[config.mk]
export PLATFORM = sky130hd
export DESIGN_NAME = cmul_pipe
export DESIGN_NICKNAME = d
export VERILOG_FILES = /design/src/rtl/cmul_pkg.sv /design/src/rtl/cmul_round_sat.sv /design/src/rtl/cmul_pipe.sv
export SDC_FILE = /design/constraint.sdc
export NUM_CORES = 2
export LEC_CHECK = 0
export CAP_MARGIN = 40
export CORE_MARGIN = 8
export CORE_UTILIZATION = 45
export DETAILED_ROUTE_END_ITERATION = 8
export HOLD_SLACK_MARGIN = 0.1
export PLACE_DENSITY = 0.6
export REMOVE_ABC_BUFFERS = 1
export SLEW_MARGIN = 20
export SYNTH_ARGS = -nofsm -noshare
export SYNTH_HDL_FRONTEND = slang
export SYNTH_SLANG_ARGS = --single-unit
export TNS_END_PERCENT = 5
[constraint.sdc]
create_clock -name clk -period 15.95 [get_ports clk]
set_input_delay 3.19 -clock clk [delete_from_list [all_inputs] [get_ports clk]]
set_output_delay 3.19 -clock clk [all_outputs]
set_load 0.1 [all_outputs]
[src/rtl/cmul_pkg.sv]
// rtl/cmul_pkg.sv - shared defaults, pack/unpack helpers and saturation limits for cmul_pipe
package cmul_pkg;

  localparam int DEF_W     = 12;
  localparam int DEF_FRAC  = 10;
  localparam int DEF_CNT_W = 16;

  // Sign-extend the low w bits of x to 32 bits.
  function automatic logic signed [31:0] cmul_sext(input logic [31:0] x, input int w);
    logic signed [31:0] t;
    t = $signed(x << (32 - w));
    return t >>> (32 - w);
  endfunction

  // Pack two w-bit components as {re, im}; re lands in the upper w bits.
  function automatic logic [63:0] cmul_pack(input logic [31:0] re, input logic [31:0] im, input int w);
    logic [63:0] mask;
    mask = (64'd1 << w) - 64'd1;
    return ((64'(re) & mask) << w) | (64'(im) & mask);
  endfunction

  // Real part of a packed {re, im} word, sign-extended.
  function automatic logic signed [31:0] cmul_unpack_re(input logic [63:0] v, input int w);
    return cmul_sext(32'(v >> w), w);
  endfunction

  // Imaginary part of a packed {re, im} word, sign-extended.
  function automatic logic signed [31:0] cmul_unpack_im(input logic [63:0] v, input int w);
    return cmul_sext(32'(v), w);
  endfunction

  // Largest value representable in a w-bit two's complement component.
  function automatic logic signed [31:0] cmul_sat_max(input int w);
    return (32'sd1 <<< (w - 1)) - 32'sd1;
  endfunction

  // Smallest value representable in a w-bit two's complement component.
  function automatic logic signed [31:0] cmul_sat_min(input int w);
    return -(32'sd1 <<< (w - 1));
  endfunction

endpackage

[src/rtl/cmul_round_sat.sv]
// rtl/cmul_round_sat.sv - round-half-up by 2^FRAC then clamp to a W-bit signed range
module cmul_round_sat
  import cmul_pkg::*;
#(
  parameter int W    = DEF_W,
  parameter int FRAC = DEF_FRAC
) (
  input  logic signed [2*W:0]   sum,
  output logic signed [W-1:0]   res,
  output logic                  sat
);

  // One guard bit above the sum so the rounding bias can never overflow.
  localparam int SW = 2 * W + 2;
  localparam logic signed [SW-1:0] MAXV = SW'(cmul_sat_max(W));
  localparam logic signed [SW-1:0] MINV = SW'(cmul_sat_min(W));

  logic signed [SW-1:0] ext;
  logic signed [SW-1:0] biased;
  logic signed [SW-1:0] shifted;

  assign ext = {sum[2*W], sum};

  generate
    if (FRAC > 0) begin : g_round
      assign biased = ext + (SW'(1) <<< (FRAC - 1));
    end else begin : g_no_round
      assign biased = ext;
    end
  endgenerate

  assign shifted = biased >>> FRAC;

  // Clamp the scaled value into the output range and flag when clamping occurred.
  always_comb begin
    res = shifted[W-1:0];
    sat = 1'b0;
    if (shifted > MAXV) begin
      res = MAXV[W-1:0];
      sat = 1'b1;
    end else if (shifted < MINV) begin
      res = MINV[W-1:0];
      sat = 1'b1;
    end
  end

endmodule

[src/rtl/cmul_pipe.sv]
// rtl/cmul_pipe.sv - three-stage complex multiplier with global stall, round/saturate and sat counter
module cmul_pipe
  import cmul_pkg::*;
#(
  parameter int W     = DEF_W,
  parameter int FRAC  = DEF_FRAC,
  parameter int CNT_W = DEF_CNT_W
) (
  input  logic               clk,
  input  logic               rst,
  input  logic               in_valid,
  output logic               in_ready,
  input  logic [2*W-1:0]     c_in,
  input  logic [2*W-1:0]     t_in,
  input  logic               conj,
  output logic               out_valid,
  input  logic               out_ready,
  output logic [2*W-1:0]     out_data,
  output logic               out_sat,
  output logic [CNT_W-1:0]   sat_cnt,
  input  logic               sat_clr
);

  localparam int PW = 2 * W + 1;

  // The whole pipeline advances together; it only stops when a result is waiting downstream.
  logic en;
  assign en       = !out_valid || out_ready;
  assign in_ready = en;

  logic signed [W-1:0] c_re, c_im, t_re, t_im;
  logic signed [W:0]   t_im_eff;

  assign c_re = W'(cmul_unpack_re(64'(c_in), W));
  assign c_im = W'(cmul_unpack_im(64'(c_in), W));
  assign t_re = W'(cmul_unpack_re(64'(t_in), W));
  assign t_im = W'(cmul_unpack_im(64'(t_in), W));

  // One extra bit keeps the negation of the most negative twiddle exact.
  assign t_im_eff = conj ? -((W+1)'(t_im)) : (W+1)'(t_im);

  logic              s1_valid;
  logic signed [W-1:0] s1_cr, s1_ci, s1_tr;
  logic signed [W:0]   s1_ti;

  // Stage 1: capture the operands with the conjugate already folded into the twiddle.
  always_ff @(posedge clk) begin
    if (rst) begin
      s1_valid <= 1'b0;
      s1_cr    <= '0;
      s1_ci    <= '0;
      s1_tr    <= '0;
      s1_ti    <= '0;
    end else if (en) begin
      s1_valid <= in_valid;
      s1_cr    <= c_re;
      s1_ci    <= c_im;
      s1_tr    <= t_re;
      s1_ti    <= t_im_eff;
    end
  end

  logic signed [PW-1:0] m_rr, m_ii, m_ri, m_ir;

  // Four partial products; every magnitude fits in 2W signed bits.
  always_comb begin
    m_rr = PW'(s1_cr) * PW'(s1_tr);
    m_ii = PW'(s1_ci) * PW'(s1_ti);
    m_ri = PW'(s1_cr) * PW'(s1_ti);
    m_ir = PW'(s1_ci) * PW'(s1_tr);
  end

  logic                  s2_valid;
  logic signed [2*W-1:0] s2_rr, s2_ii, s2_ri, s2_ir;

  // Stage 2: register the products.
  always_ff @(posedge clk) begin
    if (rst) begin
      s2_valid <= 1'b0;
      s2_rr    <= '0;
      s2_ii    <= '0;
      s2_ri    <= '0;
      s2_ir    <= '0;
    end else if (en) begin
      s2_valid <= s1_valid;
      s2_rr    <= m_rr[2*W-1:0];
      s2_ii    <= m_ii[2*W-1:0];
      s2_ri    <= m_ri[2*W-1:0];
      s2_ir    <= m_ir[2*W-1:0];
    end
  end

  logic signed [PW-1:0] sum_re, sum_im;
  logic signed [W-1:0]  rs_re, rs_im;
  logic                 sat_re, sat_im;

  assign sum_re = PW'(s2_rr) - PW'(s2_ii);
  assign sum_im = PW'(s2_ri) + PW'(s2_ir);

  cmul_round_sat #(.W(W), .FRAC(FRAC)) u_rs_re (
    .sum (sum_re),
    .res (rs_re),
    .sat (sat_re)
  );

  cmul_round_sat #(.W(W), .FRAC(FRAC)) u_rs_im (
    .sum (sum_im),
    .res (rs_im),
    .sat (sat_im)
  );

  // Stage 3: output register; holds its contents while downstream is not ready.
  always_ff @(posedge clk) begin
    if (rst) begin
      out_valid <= 1'b0;
      out_data  <= '0;
      out_sat   <= 1'b0;
    end else if (en) begin
      out_valid <= s2_valid;
      out_data  <= (2*W)'(cmul_pack(32'(rs_re), 32'(rs_im), W));
      out_sat   <= sat_re | sat_im;
    end
  end

  // Count delivered saturated samples; sticks at all-ones and a clear beats an increment.
  always_ff @(posedge clk) begin
    if (rst || sat_clr) begin
      sat_cnt <= '0;
    end else if (out_valid && out_ready && out_sat && (sat_cnt != '1)) begin
      sat_cnt <= sat_cnt + CNT_W'(1);
    end
  end

endmodule
Yosys cells after proc, flatten, opt, wreduce, memory -nomap -nowiden
Index checks and enable logic that the tools add are counted.
- add/sub/neg operators: 6
- bitwise logic cells: 2
- muxes and demuxes: 9
- $lt $le $gt $ge: 4
- $mul: 4
- reductions and logical operators: 6
- equality and inequality tests: 1
- operator list (kind ; number):
    adder 25 x 11 -> 26 bit (second input constant) ; 2
    multiplier 12 x 12 -> 24 bit ; 2
    multiplier 12 x 13 -> 24 bit ; 2
    two-way mux 12 bit ; 4
    greater-than comparator 16 x 12 -> 1 bit (second input constant) ; 2
    less-than comparator 16 x 12 -> 1 bit (second input constant) ; 2
    adder 24 x 24 -> 25 bit ; 1
    subtractor 24 x 24 -> 25 bit ; 1
    bitwise OR 24 x 12 -> 24 bit ; 1
    adder 16 x 1 -> 16 bit (second input constant) ; 1
    != test 16 bit (second input constant) ; 1
    two-way mux 13 bit ; 1
    negation 12 -> 13 bit ; 1
    two-way mux 1 bit ; 4
    logical AND 1 bit ; 3
    logical OR 1 bit ; 2
    zero test 1 bit ; 1
    bitwise OR 1 bit ; 1
- logic and storage cells: 46
- input bits: 54
- bits in registers: 189

Longest topological paths before layout
- word-level depth: 6
- mapped depth: 25
- mapped depth without buffers: 23

Hierarchy
Synthesis repeated with hierarchy kept, for this count alone.
- cell total of the unflattened synthesis: 3904
- area, all modules: 32503.7 um^2
- modules (own cells, without submodules) (module ; seq. area each (um^2) ; area an instance (um^2) ; cells an instance ; instances):
    cmul_pipe ; 3783.6 ; 31154.9 ; 3730 ; 1
    cmul_round_sat ; 0.0 ; 674.4 ; 87 ; 2

Worst setup path after synthesis
Ideal clock, no wire load.
- path kind: input port to output port
- start: in out_ready
- end: out in_ready
- cell stages on the path: 4
- path slack: 8.113 ns
- data arrival time: 4.647 ns
- path through: nor2b_1 -> inv_2 -> clkbuf_1 -> clkbuf_1
- longest elaborated chain between the ends: 1
- RTL lines (item ; RTL line ; text):
    from (decl) ; cmul_pipe.sv:17 ; input logic out_ready,
    logical OR 1 bit ; cmul_pipe.sv:28 ; assign en = !out_valid || out_ready;
    to (decl) ; cmul_pipe.sv:12 ; output logic in_ready,
No other way between the ends.

Worst setup path after layout
Ends and elaborated chain as after synthesis.

==> results by group <==
Floorplan
  • Die ar.: 78000 µm²
  • Die Span X: roughly 280 µm
  • Row cnt: 96
  • Initial Util: between 40 and 50%
  • Die Height: 279 µm
  • IO Count: 97
  • Core Area: 68600 µm²

Power and ir drop
  • Sw Ratio: between 40% and 50%
  • P_int: about 1.9 mW
  • Clock share of power: 12.4%
  • Final Power: 3.79 mW
  • Pleak: 17.3 nW
  • Comb pwr share: 70.1%
  • Flop pwr share: 17.4%
  • NetSw: 1.86 mW
  • VDD IR max: 89.8 µV
  • Pwr Density: 110 nW/µm²

Placed design
  • Placed Area: approximately 34000 µm²
  • Gpl congestion: 0.790
  • Final HPWL DP: 56200 µm
  • PortBufs: 96

Clock tree
  • Bufs on Longest Clock Path: 2
  • PostCTS Resize Cnt: 0
  • # Post-CTS Setup Buffers: 0
  • CTS Sinks: ~190
  • H-Tree Depth: 4
  • Clock root cell: clkbuf_16
  • CTS tree: built
  • Clk slew on worst S/H paths: 70 ps
  • Cts bufs inserted: 17
  • Skew-Pair Late Insertion Delay: 500 ps
  • Hold buffers post-CTS: 0

Synth
  • YS warnings: 0
  • Most used flip-flop cell after synthesis: dfxtp_1
  • Post-Syn Instances: 3638
  • Yosys reg bits: 189
  • Async SR Flop Fraction: 0%
  • Seq/Total Area, Yosys: 12.1%
  • Average size of a mapped cell: between 8 and 9 µm²
  • Mapped cell area: roughly 31000 µm²
  • Cell variety after synth: 77
  • Post-synth EDFFs: 0

Critical path
  • Crit path capture type: output port
  • Crit Path Max Fanout: between 80 and 90
  • Worst EP required: 12760 ps
  • CP arrival: 5510 ps
  • Crit Path Class: input pin to output port
  • R2r setup slk: 9190 ps
  • Worst setup SP type: input pin

Finish
  • Commonest non-fill, non-tap cell in the layout: inv_1
  • Diode count: 0
  • Fin area: between 30000 and 40000 µm²
  • Fillers: between 6000 and 7000
  • Fin nets: 4599
  • Area Overhead vs Synth: 10.9%
  • Commonest cells after routing, fill and taps aside: 734 x inv_1, 656 x nand2_1, 564 x fa_1
  • Share of cells above drive strength 1: ~4.7%

Min path
  • HP Class: flip-flop to flip-flop

Global routing
  • Number of global-route vias before repair: 23900
  • Initial antenna violation count: 0
  • GR Util All Layers: roughly a fifth
  • First-pass GRT wire length: 122000 µm
  • Largest net degree at the start of global routing: 87
  • Global route overflow: 0

STA
  • Hold Slack: 449 ps
  • Minimum clock period: 8700 ps
  • Max-slew violations: 0
  • Fin Setup TNS: 0 ps
  • Final setup violating endpoints: 0
  • Final hold violations: 0
  • Final worst path period share: 54.6%
  • Clock skew: roughly 14 ps
  • Least-Margin Pin Slew: 802 ps
  • Fmax: 0.115 GHz
  • Max_slew headroom: 46.4%
  • RSZ-0062 raised after global routing: no

Status
  • Status: completed

Flow run
  • Max capacitance violation total: 0

Route
  • Drt via density: 4.99
  • Routed WL: 71300 µm
  • DRC: 0
  • Avg WL per Cell: 15.4 µm
  • Initial DRC count: between 1000 and 1500
  • DR vias: roughly 23000
  • ANT nets after route: 0
  • DRT Pass-1 Iters: 6
==> worst max-delay path, cell delays in order <==
cell and delay (ps):
clkdlybuf4s50_1 520, nor2b_4 50, buf_4 290, inv_6 550, clkdlybuf4s50_1 690, buf_16 190
==> stage by stage <==
step | cells | util, % | setup WS (ps)
after floorplan | 3467 | - | 505
after global placement | 4544 | 48.2 | 6750
after detailed placement | 4595 | 49.5 | 7150
after CTS | 4627 | 50.4 | 7150
after global routing | 4627 | 50.4 | 7040
final | 4627 | 50.4 | 7250
==> path summary, 6_finish.rpt <==
| check | start | end | cells after the start |
|---|---|---|---|
| worst max-delay path | out_ready | in_ready | 6 |
| worst min-delay path | s2_ii[14] | s2_ii[14] | 2 |
| worst max register to register | s1_tr[11] | s2_ir[23] | 20 |
| worst min register to register | s2_ii[14] | s2_ii[14] | 2 |
==> area by class of cell <==
| class | instances | area [µm²] | area share, % |
|---|---|---|---|
| multi-input combinational | 2539 | 24000 | 69.4 |
| clock inverter | 13 | 170 | 0.492 |
| tap | 931 | 1160 | 3.37 |
| inverter | 739 | 2780 | 8.04 |
| clock buffer | 19 | 443 | 1.28 |
| sequential | 189 | 3780 | 10.9 |
| timing repair buffer | 197 | 2260 | 6.52 |
==> power groups by stage <==
stage / clock network (mW) / logic (mW) / registers (mW)
floorplan: 0 / 1.75 / 0.871
global placement: 0 / 2.53 / 0.673
detailed placement: 0 / 2.66 / 0.672
CTS: 0.492 / 2.68 / 0.662
global route: 0.503 / 3.00 / 0.676
finish: 0.471 / 2.66 / 0.661
==> layer usage <==
layer | track usage [%] | routed length (µm)
met5 | 0 | 0
met4 | 5.45 | 1690
met3 | 2.57 | 2920
met2 | 30.5 | 32200
met1 | 27.6 | 34500
==> logic make-up after synthesis <==
family | share of synthesized area (%)
compound gates | 8.28
xor+xnor | 3.93
fa+ha+maj | 48.2
buf+inv | 11.0
flops | 12.1
mux | 0.0963
simple gates | 16.4
==> flip-flops by register name, summed over array words and instances, names as in the netlist <==
| signal | flops |
|---|---|
| s1_valid | 1 |
| s2_rr | 24 |
| out_sat | 1 |
| s2_ii | 24 |
| s1_tr | 12 |
| s1_ti | 13 |
| out_valid | 1 |
| sat_cnt | 16 |
| s2_valid | 1 |
| out_data | 24 |
| s1_cr | 12 |
| s2_ri | 24 |
| s1_ci | 12 |
| s2_ir | 24 |
==> cells in the mapped netlist, drive strengths merged (4+ instances only) <==
| master | instances | area (µm²) |
|---|---|---|
| inv | 736 | 2760 |
| nand2 | 657 | 2470 |
| fa | 564 | 11300 |
| ha | 298 | 3730 |
| dfxtp | 189 | 3780 |
| a21oi | 187 | 943 |
| and2 | 185 | 1160 |
| clkbuf | 165 | 619 |
| nor2 | 138 | 518 |
| xnor2 | 89 | 780 |
| a211oi | 52 | 445 |
| xor2 | 51 | 447 |
| nand3 | 45 | 225 |
| o21ai | 45 | 229 |
| a21o | 25 | 188 |
| nor3 | 25 | 125 |
| or3 | 24 | 150 |
| nand2b | 22 | 138 |
| and3 | 12 | 75.1 |
| nor2b | 12 | 75.1 |
| o21bai | 10 | 75.1 |
| a31oi | 9 | 62.6 |
| o21a | 8 | 60.1 |
| o31ai | 8 | 73.8 |
| or2 | 8 | 50.1 |
| nand4 | 7 | 43.8 |
| buf | 6 | 32.5 |
| o211ai | 5 | 47.5 |
| a2111oi | 4 | 43.8 |
| a22oi | 4 | 30.0 |
| o41ai | 4 | 61.3 |
Power figures use the tool's default switching activity.
